<file path="config.mk">
export PLATFORM = sky130hd
export DESIGN_NAME = tblink_rpc_pkt_demux
export DESIGN_NICKNAME = d
export VERILOG_FILES = /design/src/rtl/tblink_rpc_pkg.sv /design/src/rtl/tblink_rpc_pkt_demux_hold.sv /design/src/rtl/tblink_rpc_pkt_demux.sv
export SDC_FILE = /design/constraint.sdc
export NUM_CORES = 1
export LEC_CHECK = 0
export CAP_MARGIN = 30
export CORE_MARGIN = 4
export CORE_UTILIZATION = 53
export CTS_BUF_LIST = sky130_fd_sc_hd__clkbuf_16
export DETAILED_ROUTE_END_ITERATION = 10
export PLACE_DENSITY = 0.78
export SETUP_SLACK_MARGIN = 0.02
export SLEW_MARGIN = 0
export SYNTH_ARGS = -nofsm -noshare
export SYNTH_HDL_FRONTEND = slang
export SYNTH_HIERARCHICAL = 1
export SYNTH_SLANG_ARGS = --single-unit
</file>
<file path="constraint.sdc">
create_clock -name uclock -period 2.4 [get_ports uclock]
set_input_delay 0.48 -clock uclock [delete_from_list [all_inputs] [get_ports uclock]]
set_output_delay 0.48 -clock uclock [all_outputs]
set_load 0.02 [all_outputs]
</file>
<file path="src/rtl/tblink_rpc_pkg.sv">
// ============================================================================
// Module  : tblink_rpc_pkg
// Brief   : Shared demux state encoding and TBLink RPC packet field constants.
// Revision: 1.0 - initial release
// ============================================================================
`default_nettype none

package tblink_rpc_pkg;

  typedef enum logic [2:0] {
    DMX_DST     = 3'd0,
    DMX_SZ      = 3'd1,
    DMX_BODY    = 3'd2,
    DMX_DROP_SZ = 3'd3,
    DMX_DROP    = 3'd4
  } demux_state_e;

  localparam int         c_CNT_W     = 9;
  localparam logic [7:0] c_CMD_RSP   = 8'h00;
  localparam logic [7:0] c_CTRL_ADDR = 8'h00;

endpackage

`default_nettype wire

</file>
<file path="src/rtl/tblink_rpc_pkt_demux_hold.sv">
// ============================================================================
// Module  : tblink_rpc_pkt_demux_hold
// Brief   : Single-entry 8-bit output holding register with valid/ready.
// Revision: 1.0 - initial release
// ============================================================================
`default_nettype none

module tblink_rpc_pkt_demux_hold (
  input  logic       uclock,
  input  logic       reset,
  input  logic       load_i,
  input  logic [7:0] dat_i,
  input  logic       ready_i,
  output logic       valid_o,
  output logic [7:0] dat_o
);

  logic       valid_q;
  logic [7:0] dat_q;

  // A load in the same cycle as a downstream transfer keeps the entry full.
  always_ff @(posedge uclock or posedge reset) begin
    if (reset) begin
      valid_q <= 1'b0;
      dat_q   <= 8'h00;
    end else if (load_i) begin
      valid_q <= 1'b1;
      dat_q   <= dat_i;
    end else if (valid_q && ready_i) begin
      valid_q <= 1'b0;
    end
  end

  assign valid_o = valid_q;
  assign dat_o   = dat_q;

endmodule

`default_nettype wire

</file>
<file path="src/rtl/tblink_rpc_pkt_demux.sv">
// ============================================================================
// Module  : tblink_rpc_pkt_demux
// Brief   : Strips DST and routes SZ+body to one of N_PORTS processors.
//           Optional drop counter: TBLINK_RPC_PKT_DEMUX_DROP_CNT_EN.
// Revision: 1.0 - initial release
// ============================================================================
`default_nettype none

module tblink_rpc_pkt_demux
  import tblink_rpc_pkg::*;
#(
  parameter int N_PORTS   = 2,
  parameter int ADDR_BASE = 1
) (
  input  logic               uclock,
  input  logic               reset,
  input  logic [7:0]         in_dat,
  input  logic               in_valid,
  output logic               in_ready,
  output logic [7:0]         out_dat,
  output logic [N_PORTS-1:0] out_valid,
  input  logic [N_PORTS-1:0] out_ready,
  output logic               busy
`ifdef TBLINK_RPC_PKT_DEMUX_DROP_CNT_EN
  ,
  output logic [7:0]         drop_count
`endif
);

  localparam int         SEL_W = (N_PORTS > 1) ? $clog2(N_PORTS) : 1;
  localparam logic [8:0] c_LO  = 9'(ADDR_BASE);
  localparam logic [8:0] c_HI  = 9'(ADDR_BASE + N_PORTS);

  demux_state_e       state_q, state_d;
  logic [SEL_W-1:0]   sel_q, sel_d;
  logic [c_CNT_W-1:0] cnt_q, cnt_d;

  logic             w_in_fire;
  logic             w_fwd;
  logic             w_hold_valid;
  logic             w_sel_ready;
  logic             w_in_range;
  logic [SEL_W-1:0] w_dst_sel;
`ifdef TBLINK_RPC_PKT_DEMUX_DROP_CNT_EN
  logic             w_pkt_drop;
  logic [7:0]       drop_count_q;
`endif

  assign w_in_range  = ({1'b0, in_dat} >= c_LO) && ({1'b0, in_dat} < c_HI);
  assign w_dst_sel   = SEL_W'({1'b0, in_dat} - c_LO);
  assign w_sel_ready = out_ready[sel_q];
  assign w_in_fire   = in_valid && in_ready;
  assign busy        = (state_q != DMX_DST);

  always_comb begin
    state_d  = state_q;
    sel_d    = sel_q;
    cnt_d    = cnt_q;
    in_ready = 1'b1;
    w_fwd    = 1'b0;
`ifdef TBLINK_RPC_PKT_DEMUX_DROP_CNT_EN
    w_pkt_drop = 1'b0;
`endif
    case (state_q)
      DMX_DST: begin
        // Hold off a DST that would retarget sel while the last byte is parked.
        in_ready = !(w_hold_valid && w_in_range && (w_dst_sel != sel_q));
        if (w_in_fire) begin
          if (w_in_range) begin
            sel_d   = w_dst_sel;
            state_d = DMX_SZ;
          end else begin
            state_d = DMX_DROP_SZ;
          end
        end
      end
      DMX_SZ: begin
        in_ready = !w_hold_valid || w_sel_ready;
        if (w_in_fire) begin
          cnt_d   = {1'b0, in_dat} + 9'd1;
          w_fwd   = 1'b1;
          state_d = DMX_BODY;
        end
      end
      DMX_BODY: begin
        in_ready = !w_hold_valid || w_sel_ready;
        if (w_in_fire) begin
          cnt_d = cnt_q - 9'd1;
          w_fwd = 1'b1;
          if (cnt_q == 9'd1) state_d = DMX_DST;
        end
      end
      DMX_DROP_SZ: begin
        if (w_in_fire) begin
          cnt_d   = {1'b0, in_dat} + 9'd1;
          state_d = DMX_DROP;
        end
      end
      DMX_DROP: begin
        if (w_in_fire) begin
          cnt_d = cnt_q - 9'd1;
          if (cnt_q == 9'd1) begin
            state_d = DMX_DST;
`ifdef TBLINK_RPC_PKT_DEMUX_DROP_CNT_EN
            w_pkt_drop = 1'b1;
`endif
          end
        end
      end
      default: state_d = DMX_DST;
    endcase
  end

  always_ff @(posedge uclock or posedge reset) begin
    if (reset) begin
      state_q <= DMX_DST;
      sel_q   <= '0;
      cnt_q   <= '0;
    end else begin
      state_q <= state_d;
      sel_q   <= sel_d;
      cnt_q   <= cnt_d;
    end
  end

`ifdef TBLINK_RPC_PKT_DEMUX_DROP_CNT_EN
  always_ff @(posedge uclock or posedge reset) begin
    if (reset) begin
      drop_count_q <= 8'h00;
    end else if (w_pkt_drop && (drop_count_q != 8'hFF)) begin
      drop_count_q <= drop_count_q + 8'h01;
    end
  end

  assign drop_count = drop_count_q;
`endif

  tblink_rpc_pkt_demux_hold u_hold (
    .uclock  (uclock),
    .reset   (reset),
    .load_i  (w_fwd),
    .dat_i   (in_dat),
    .ready_i (w_sel_ready),
    .valid_o (w_hold_valid),
    .dat_o   (out_dat)
  );

  for (genvar i = 0; i < N_PORTS; i++) begin : g_out_valid
    assign out_valid[i] = w_hold_valid && (sel_q == SEL_W'(i));
  end

endmodule

`default_nettype wire
</file>
# [Word-level counts from Yosys, hierarchy flattened]
# Index checks and enable logic that the tools add are counted.
[word_totals] word_cells=61 in_bits=13 ff_bits=22
[classes] magnitude_cmp=3 n_reduce_logical=20 n_eq_ne=12 n_bitwise=1 n_addsub=3 n_mux=17
[op_table] operator="two-way mux 9 bit" count=2
[op_table] operator="one-hot mux 9 bit (2 select lines)" count=1
[op_table] operator="two-way mux 3 bit" count=5
[op_table] operator="one-hot mux 3 bit (4 select lines)" count=1
[op_table] operator="adder 8 x 1 -> 9 bit, second input constant" count=1
[op_table] operator="== test 9 x 1 -> 1 bit, second input constant" count=1
[op_table] operator="subtractor 9 x 1 -> 9 bit, second input constant" count=1
[op_table] operator=">= comparator 8 x 1 -> 1 bit, second input constant" count=1
[op_table] operator="< comparator 8 x 2 -> 1 bit, second input constant" count=1
[op_table] operator="logical AND 1 bit" count=7
[op_table] operator="== test 3 x 2 -> 1 bit, second input constant" count=2
[op_table] operator="two-way mux 1 bit" count=6
[op_table] operator="!= test 2 x 1 -> 1 bit, second input constant" count=3
[op_table] operator="!= test 2 bit, second input constant" count=3
[op_table] operator="AND reduction 3 bit" count=2
[op_table] operator="OR reduction 2 bit" count=3
[op_table] operator="AND reduction 5 bit" count=1
[op_table] operator="nonzero test 2 bit" count=2
[op_table] operator="== test 3 x 1 -> 1 bit, second input constant" count=1
[op_table] operator="== test 3 bit, second input constant" count=1
[op_table] operator="zero test 3 bit" count=1
[op_table] operator="nonzero test 3 bit" count=1
[op_table] operator="zero test 1 bit" count=2
[op_table] operator="< comparator 1 x 2 -> 1 bit, second input constant" count=1
[op_table] operator="other kinds (6)" count=6

# [Longest topological paths before layout]
# Gate-level depths: netlist (run 1).
[logic_depth] depth_word=10 depth_mapped=8 depth_no_buf=7

# [Hierarchy]
# The synthesis (run 1) kept the hierarchy.
[modules_own_cells] mod="tblink_rpc_pkt_demux" area_each_um2=1142.3 instances=1 cells_each=132
[modules_own_cells] mod="tblink_rpc_pkt_demux_hold" area_each_um2=372.9 instances=1 cells_each=21

# [Worst setup path after synthesis (run 1)]
# Ideal clock, no wire load.
[synth_path] kind="input to output" startpoint="input in_dat[0]" endpoint="output in_ready" path_slack_ns=0.215 arrival_time_ns=1.705 path_stages=4 path_cell_list="ha_1 > nor4_4 > a31oi_4 > or4_2"
[synth_via] elab_chain_len=6 elab_cells_between_ends=9 cone_classes="add/sub: 1; order compare: 2; eq/ne: 1; mux: 1; reduce/logical: 4"
[synth_rtl] element="start: declaration" line_no="tblink_rpc_pkt_demux.sv:17" text="input logic [7:0] in_dat,"
[synth_rtl] element=">= comparator 8 x 1 -> 1 bit or < comparator 8 x 2 -> 1 bit (tied branches)" line_no="tblink_rpc_pkt_demux.sv:49" text="assign w_in_range = ({1'b0, in_dat} >= c_LO) && ({1'b0, in_dat} < c_HI);"
[synth_rtl] element="logical AND 1 bit" line_no="tblink_rpc_pkt_demux.sv:49"
[synth_rtl] element="logical AND 1 bit" line_no="tblink_rpc_pkt_demux.sv:67" text="in_ready = !(w_hold_valid && w_in_range && (w_dst_sel != sel_q));"
[synth_rtl] element="logical AND 1 bit (*)" line_no="tblink_rpc_pkt_demux.sv:67"
[synth_rtl] element="zero test 1 bit (*)" line_no="tblink_rpc_pkt_demux.sv:67"
[synth_rtl] element="one-hot mux 1 bit (2 select lines) (*)" line_no="tblink_rpc_pkt_demux.sv:64" text="case (state_q)"
[synth_rtl] element="end: declaration" line_no="tblink_rpc_pkt_demux.sv:19" text="output logic in_ready,"
# Every way passes the cells marked *; elsewhere a longest branch is shown, timed or not.

# [Worst setup path after layout (run 1)]
[layout_path] startpoint="input out_ready[0]" endpoint="output in_ready"
[layout_via] elab_chain_len=4
[layout_rtl] element="start: declaration" line_no="tblink_rpc_pkt_demux.sv:22" text="input logic [N_PORTS-1:0] out_ready,"
[layout_rtl] element="two-way mux 1 bit (not written as such) (2 in series)" line_no="tblink_rpc_pkt_demux.sv:51" text="assign w_sel_ready = out_ready[sel_q];"
[layout_rtl] element="logical OR 1 bit" line_no="tblink_rpc_pkt_demux.sv:78, tblink_rpc_pkt_demux.sv:86"
[layout_rtl] element="one-hot mux 1 bit (2 select lines)" line_no="tblink_rpc_pkt_demux.sv:64"
# No other way between the ends. The select of a mux whose other input is x is not followed.

==> results.ini, run 1 <==
[sta]
finalHoldViolCount=0
drv_slew=0
fin_crit_sh_pct=96.6
tns_ns=0
max_slew_margin_pct=67.0
rsz0062_at_grt=no
fin_skew_ns=0.00380
max_freq_ghz=0.431
period_needed_ns=2.32
setup_violations=0
tightest_slew_ns=0.490

[die]
dieArea_um2=3780
die_h_um=61.5
placementRows=19
ios=25
coreArea_um2=2730
initial_utilization_pct=55.4
die_w_um=61.5

[finish]
syn2layout_area_growth_pct=38.1
final_core_util_pct=76.5
final_common_cell=buf_4
drive_gt1_share_pct=30.5
final_cell_mix=buf_4, dfrtp_1, clkdlybuf4s50_1
nets=222
final.fill_count=155
diodes=0

[critical_path]
worstPathCellList=clkdlybuf4s50_1 > mux2i_2 > nor2_2 > or4_4 > buf_6
reg2reg_from=state_q[0]
worst_r2r_path_depth=8
crit_fanout=2
startpoint_type=input pin
r2r_setup_slack_ns=0.12
critPathRequiredTime_ns=1.92
slowest_delay_ns=0.54
r2r_end=u_hold/dat_o[3]
crit_type=in -> out
slowest_stage=or4_4
cp.arrival_ns=1.84
critPathCaptureType=output pin

[clocking]
cts_sinks=22
clockBufferDepth=2
cts-root-buf=clkbuf_16
cts_tree=built
htreeDepth=1
clkLatencyLatePin_ns=0.26
clk_pin_slew_ns=0.06
cts_buffers=3

[power]
intPower_uw=1750
p_seq_share_pct=25.5
p_leak_uw=0.000922
clkPwrFrac_pct=16.8
vdd_drop_max_v=0.00105
switching_share_pct=38.8
pwr-share-comb_pct=57.7
p_per_area_nw_per_um2=1360
p_sw_uw=1110

[synthesis]
ys_warn_count=6
syn_nets=171
synth.top_cell.area_share_pct=36.3
synth_area_leaders=dfrtp_1, mux2_4, ha_1, xnor2_1, a21oi_1
seq_area_frac_synth_pct=36.3
async_flop_share_pct=100
synth-edff-count=0
synth.distinct_cells=45
yosys_most_used_dff=dfrtp_1
avgSynthCellArea_um2=9.90
yosys.area.top_type=dfrtp_1
synth-seq-cells=22
syn_area_um2=1520
syn_inst=153

[global_route]
grt_max_degree=20
grt_pass1_wl_mm=6.50
grt_antenna_before_repair=0
overflow=0
grtUsageTotal_pct=23.8
grt_pass1_vias=1360

[route]
vias=1349
drtIter0Drc=49
ant_nets=0
drc=0
viasPerCell=5.76
first_pass_iters=4
wl_per_cell_um=16.9
drt_wl_total_mm=3.96

[place]
gp_congestion=0.813
io_buffer_count=24
dpl.hpwl_mm=2.79

[hold_path]
hold_class=reg -> reg
whs_endpoint=u_hold/dat_o[1]
whs_path_depth=1
min_from=u_hold/dat_o[1]

[outcome]
status=finished clean

[flow_run]
max_cap_viol_count=0

-- how the worst max path moves through the flow --
| stage | end | slack, ns | from |
|---|---|---|---|
| 6_report | in_ready | 0.08 | out_ready[0] |
| 5_1_grt | in_ready | 0.04 | out_ready[1] |
| 4_1_cts | u_hold/dat_o[7] | 0.06 | in_dat[1] |
| 3_5_place_dp | in_ready | -0.77 | in_dat[0] |
| 3_3_place_gp | in_ready | -0.71 | in_dat[0] |
| 2_1_floorplan | in_ready | 0.21 | in_dat[0] |
-- what timing repair did --
item / 4_1_cts / 5_1_grt
gates cloned: 0 / 1
gates resized for setup: 23 / 7
endpoints found under the setup margin: 12 / 11
pin swaps: 3 / 2
setup buffers: 1 / 2
hold buffers: 0 / 0
-- metrics by stage --
step	instance area, µm²	instances	hold slack, ns	worst slack, ns	power [µW]
detailed placement	1940	226	0.502	-0.770	2270
CTS	2060	231	0.518	0.0585	2780
floorplan	1520	153	0.308	0.215	1740
global route	2090	234	0.534	0.0442	3030
global placement	1940	226	0.498	-0.712	2210
finish	2090	234	0.518	0.0811	2850
-- sequential cells by signal (all words and copies together) (netlist names) --
register,count
u_hold/valid_o,1
state_q,3
cnt_q,9
sel_q,1
u_hold/dat_o,8
-- routing by layer --
layer / routed length [µm] / share of wire, % / global-route usage [%] / up-vias
li1: - / - / - / 651
met1: 1740 / 44 / 31.2 / 650
met2: 2000 / 51 / 37.6 / 38
met3: 132 / 3.3 / 5.24 / 10
met4: 87 / 2.2 / 10.3 / 0
met5: 0 / 0 / 0 / -
-- area by class of cell --
cell class | instances | area [µm²] | area share (%)
multi-input combinational | 114 | 898 | 42.9
timing repair buffer | 54 | 465 | 22.2
inverter | 9 | 33.8 | 1.61
sequential | 22 | 551 | 26.3
clock buffer | 3 | 75.1 | 3.59
tap | 31 | 38.8 | 1.85
clock inverter | 1 | 30.0 | 1.44
-- kinds of logic after synthesis --
| group | count (synthesis) | share of synthesized area [%] |
|---|---|---|
| AO/OA/AOI/OAI | 34 | 16.5 |
| XOR/XNOR | 10 | 5.78 |
| adder cells (fa/ha/maj) | 5 | 4.13 |
| buffers and inverters | 17 | 6.11 |
| flip-flops | 22 | 36.3 |
| multiplexers | 10 | 9.33 |
| AND/OR/NAND/NOR | 55 | 21.8 |
-- critical path, delay by kind of cell --
family / cells / cell delay, ns
muxes: 1 / 0.20
buffers and inverters: 2 / 0.57
and+or+nand+nor: 2 / 0.60
-- synth_stat cells (2+ instances only) --
master      n
a21oi_1    10
a22o_1      3
a2bb2oi_1   2
buf_2       2
buf_6       3
clkbuf_1    2
dfrtp_1    22
ha_1        5
inv_1       9
mux2_4      8
nand2_1     8
nand2b_1    2
nand3_1     8
nand3b_1    4
nor2_1     10
nor2b_1     2
nor3_1      5
nor3_2      2
nor4_1      2
o21a_1      2
o21ai_0     7
o21ai_1     2
or2b_2      2
or4_1       2
xnor2_1     7
xor2_1      3
-- power by group through the flow --
stage,registers (µW),clock network [µW],logic [µW]
after floorplan,753,0,986
after global placement,706,0,1510
after detailed placement,721,0,1550
after CTS,724,482,1580
after global routing,752,503,1780
final,729,479,1650
Power figures use the tool's default switching activity.
==> run 2, diff against run 1 <==
Settings changed: PLACE_DENSITY 0.78 to 0.86.
==> run 2 against run 1 <==
Effect of this change:
- sequential cell count stayed put
- first-iteration DRC count is 47% higher
- routed wire length is 2.3% higher
- combinational power is 2% lower
- sequential power is 2% lower
- cell count is 1.3% lower
- setup slack worse by 0.012 ns
- non-clock buffer count is 3 lower
- utilization is 0.87 points lower
- critical path type unchanged
- largest cell class unchanged
==> results.ini, run 2 (synthesis results as in run 1) <==
[clocking]
clockBufferDepth=2
cts_tree=built
htreeDepth=1
clkLatencyLatePin_ns=0.26
cts_buffers=3
cts_sinks=22
cts-root-buf=clkbuf_16
clk_pin_slew_ns=0.06

[die]
ios=25
placementRows=19
dieArea_um2=3780
die_w_um=61.5
coreArea_um2=2730
die_h_um=61.5
initial_utilization_pct=55.4

[critical_path]
worstPathCellList=clkdlybuf4s50_1 > mux2i_2 > nor2_2 > or4_4 > buf_6
r2r_setup_slack_ns=0.24
worst_r2r_path_depth=8
critPathTopFamily=simple AND/OR/NAND/NOR gates
reg2reg_from=state_q[0]
cp.depth=5
startpoint_type=input pin
cp-endpoint=in_ready
critPathRequiredTime_ns=1.92
critPathCaptureType=output pin
crit_fanout=2
crit_type=in -> out
slowest_delay_ns=0.53
r2r_end=u_hold/dat_o[4]
crit_buf_inv=2
slowest_stage=or4_4
cp.arrival_ns=1.85
startpoint=out_ready[1]

[global_route]
grtUsageTotal_pct=23.6
grt_pass1_vias=1459
overflow=0
grt_max_degree=20
grt_pass1_wl_mm=6.58
grt_antenna_before_repair=0

[place]
io_buffer_count=24
gp_congestion=0.839
dpl.hpwl_mm=2.83
dpl_cell_area_um2=1930

[power]
pwr-share-comb_pct=57.5
clkPwrFrac_pct=17.0
switching_share_pct=39.3
p_sw_uw=1100
p_leak_uw=0.000914
p_seq_share_pct=25.5
vdd_drop_max_v=0.000981
finalPower_uw=2790
intPower_uw=1700
p_per_area_nw_per_um2=1350

[finish]
final_common_cell=buf_4
fin_area_um2=2070
final_cell_mix=buf_4, dfrtp_1, clkdlybuf4s50_1
regMostFlops=cnt_q
largest_register_ffs=9
syn2layout_area_growth_pct=36.5
final_core_util_pct=75.7
diodes=0
nets=219
drive_gt1_share_pct=29.0

[hold_path]
hold_class=reg -> reg
whs_path_depth=1

[sta]
tns_ns=0
rsz0062_at_grt=yes
setup_violations=0
fin_crit_sh_pct=97.1
drv_slew=0
max_freq_ghz=0.429
period_needed_ns=2.33
finalHoldViolCount=0
fin_skew_ns=0.00439
tightest_slew_ns=0.502
max_slew_margin_pct=66.2

[route]
drtIter0Drc=72
drc=0
vias=1396
first_pass_iters=4
wl_per_cell_um=17.5
drt_wl_total_mm=4.05
ant_nets=0
viasPerCell=6.04

[outcome]
status=finished clean

[flow_run]
max_cap_viol_count=0

## run 2: repair_timing
item / in CTS / in global routing
pin swaps: 5 / 1
setup endpoints to repair: 11 / 1
resized for setup: 23 / 2
buffers inserted: 2 / 1
hold buffers: 0 / 0
## run 2: routing by layer
metal | up-vias | track usage [%] | part of all wire [%]
met5 | - | 0 | 0
met4 | 0 | 9.39 | 3.4
met3 | 19 | 5.24 | 5.2
met2 | 56 | 44.3 | 54
met1 | 686 | 25.6 | 38
li1 | 635 | - | -
## run 2: how the worst min path moves through the flow
stage	startpoint	end	slack, ns
after floorplan	reset	u_hold/dat_o[0]	0.31
after global placement	u_hold/dat_o[1]	u_hold/dat_o[1]	0.49
after detailed placement	u_hold/dat_o[5]	u_hold/dat_o[5]	0.49
after CTS	u_hold/dat_o[1]	u_hold/dat_o[1]	0.51
after global routing	u_hold/dat_o[1]	u_hold/dat_o[1]	0.53
final	u_hold/dat_o[1]	u_hold/dat_o[1]	0.51
## run 2: area by class of cell
class	count	area, µm²
multi-input combinational	114	897
sequential	22	551
inverter	9	33.8
clock inverter	1	30.0
tap	31	38.8
timing repair buffer	51	443
fill	161	666
clock buffer	3	75.1
## run 2: per-stage QoR
stage | worst slack, ns | hold slack (ns) | std cells
final | 0.0690 | 0.509 | 231
after global routing | 0.0139 | 0.527 | 231
after CTS | 0.0582 | 0.513 | 230
after detailed placement | -0.811 | 0.493 | 224
after global placement | -0.728 | 0.492 | 224
after floorplan | 0.215 | 0.308 | 153
## run 2: worst reg2reg max path, stage by stage, from the launching register on
cell,delay (ns)
dfrtp_1,0.38
buf_4,0.17
or3_4,0.41
a31oi_4,0.17
buf_4,0.14
o41ai_4,0.06
nor3_1,0.14
buf_4,0.24
mux2_4,0.33
## run 2: power by group through the flow
stage	registers (µW)	clock network (µW)	logic, µW
after floorplan	753	0	986
after global placement	693	0	1490
after detailed placement	706	0	1560
after CTS	709	474	1600
after global routing	738	491	1710
final	713	474	1610
==> run 3, diff against run 2 <==
Settings changed: ABC_CLOCK_PERIOD_IN_PS set to 2400.
==> results of run 3 <==
Same layout as run 2: the final DEF is identical, and so are final timing and power.
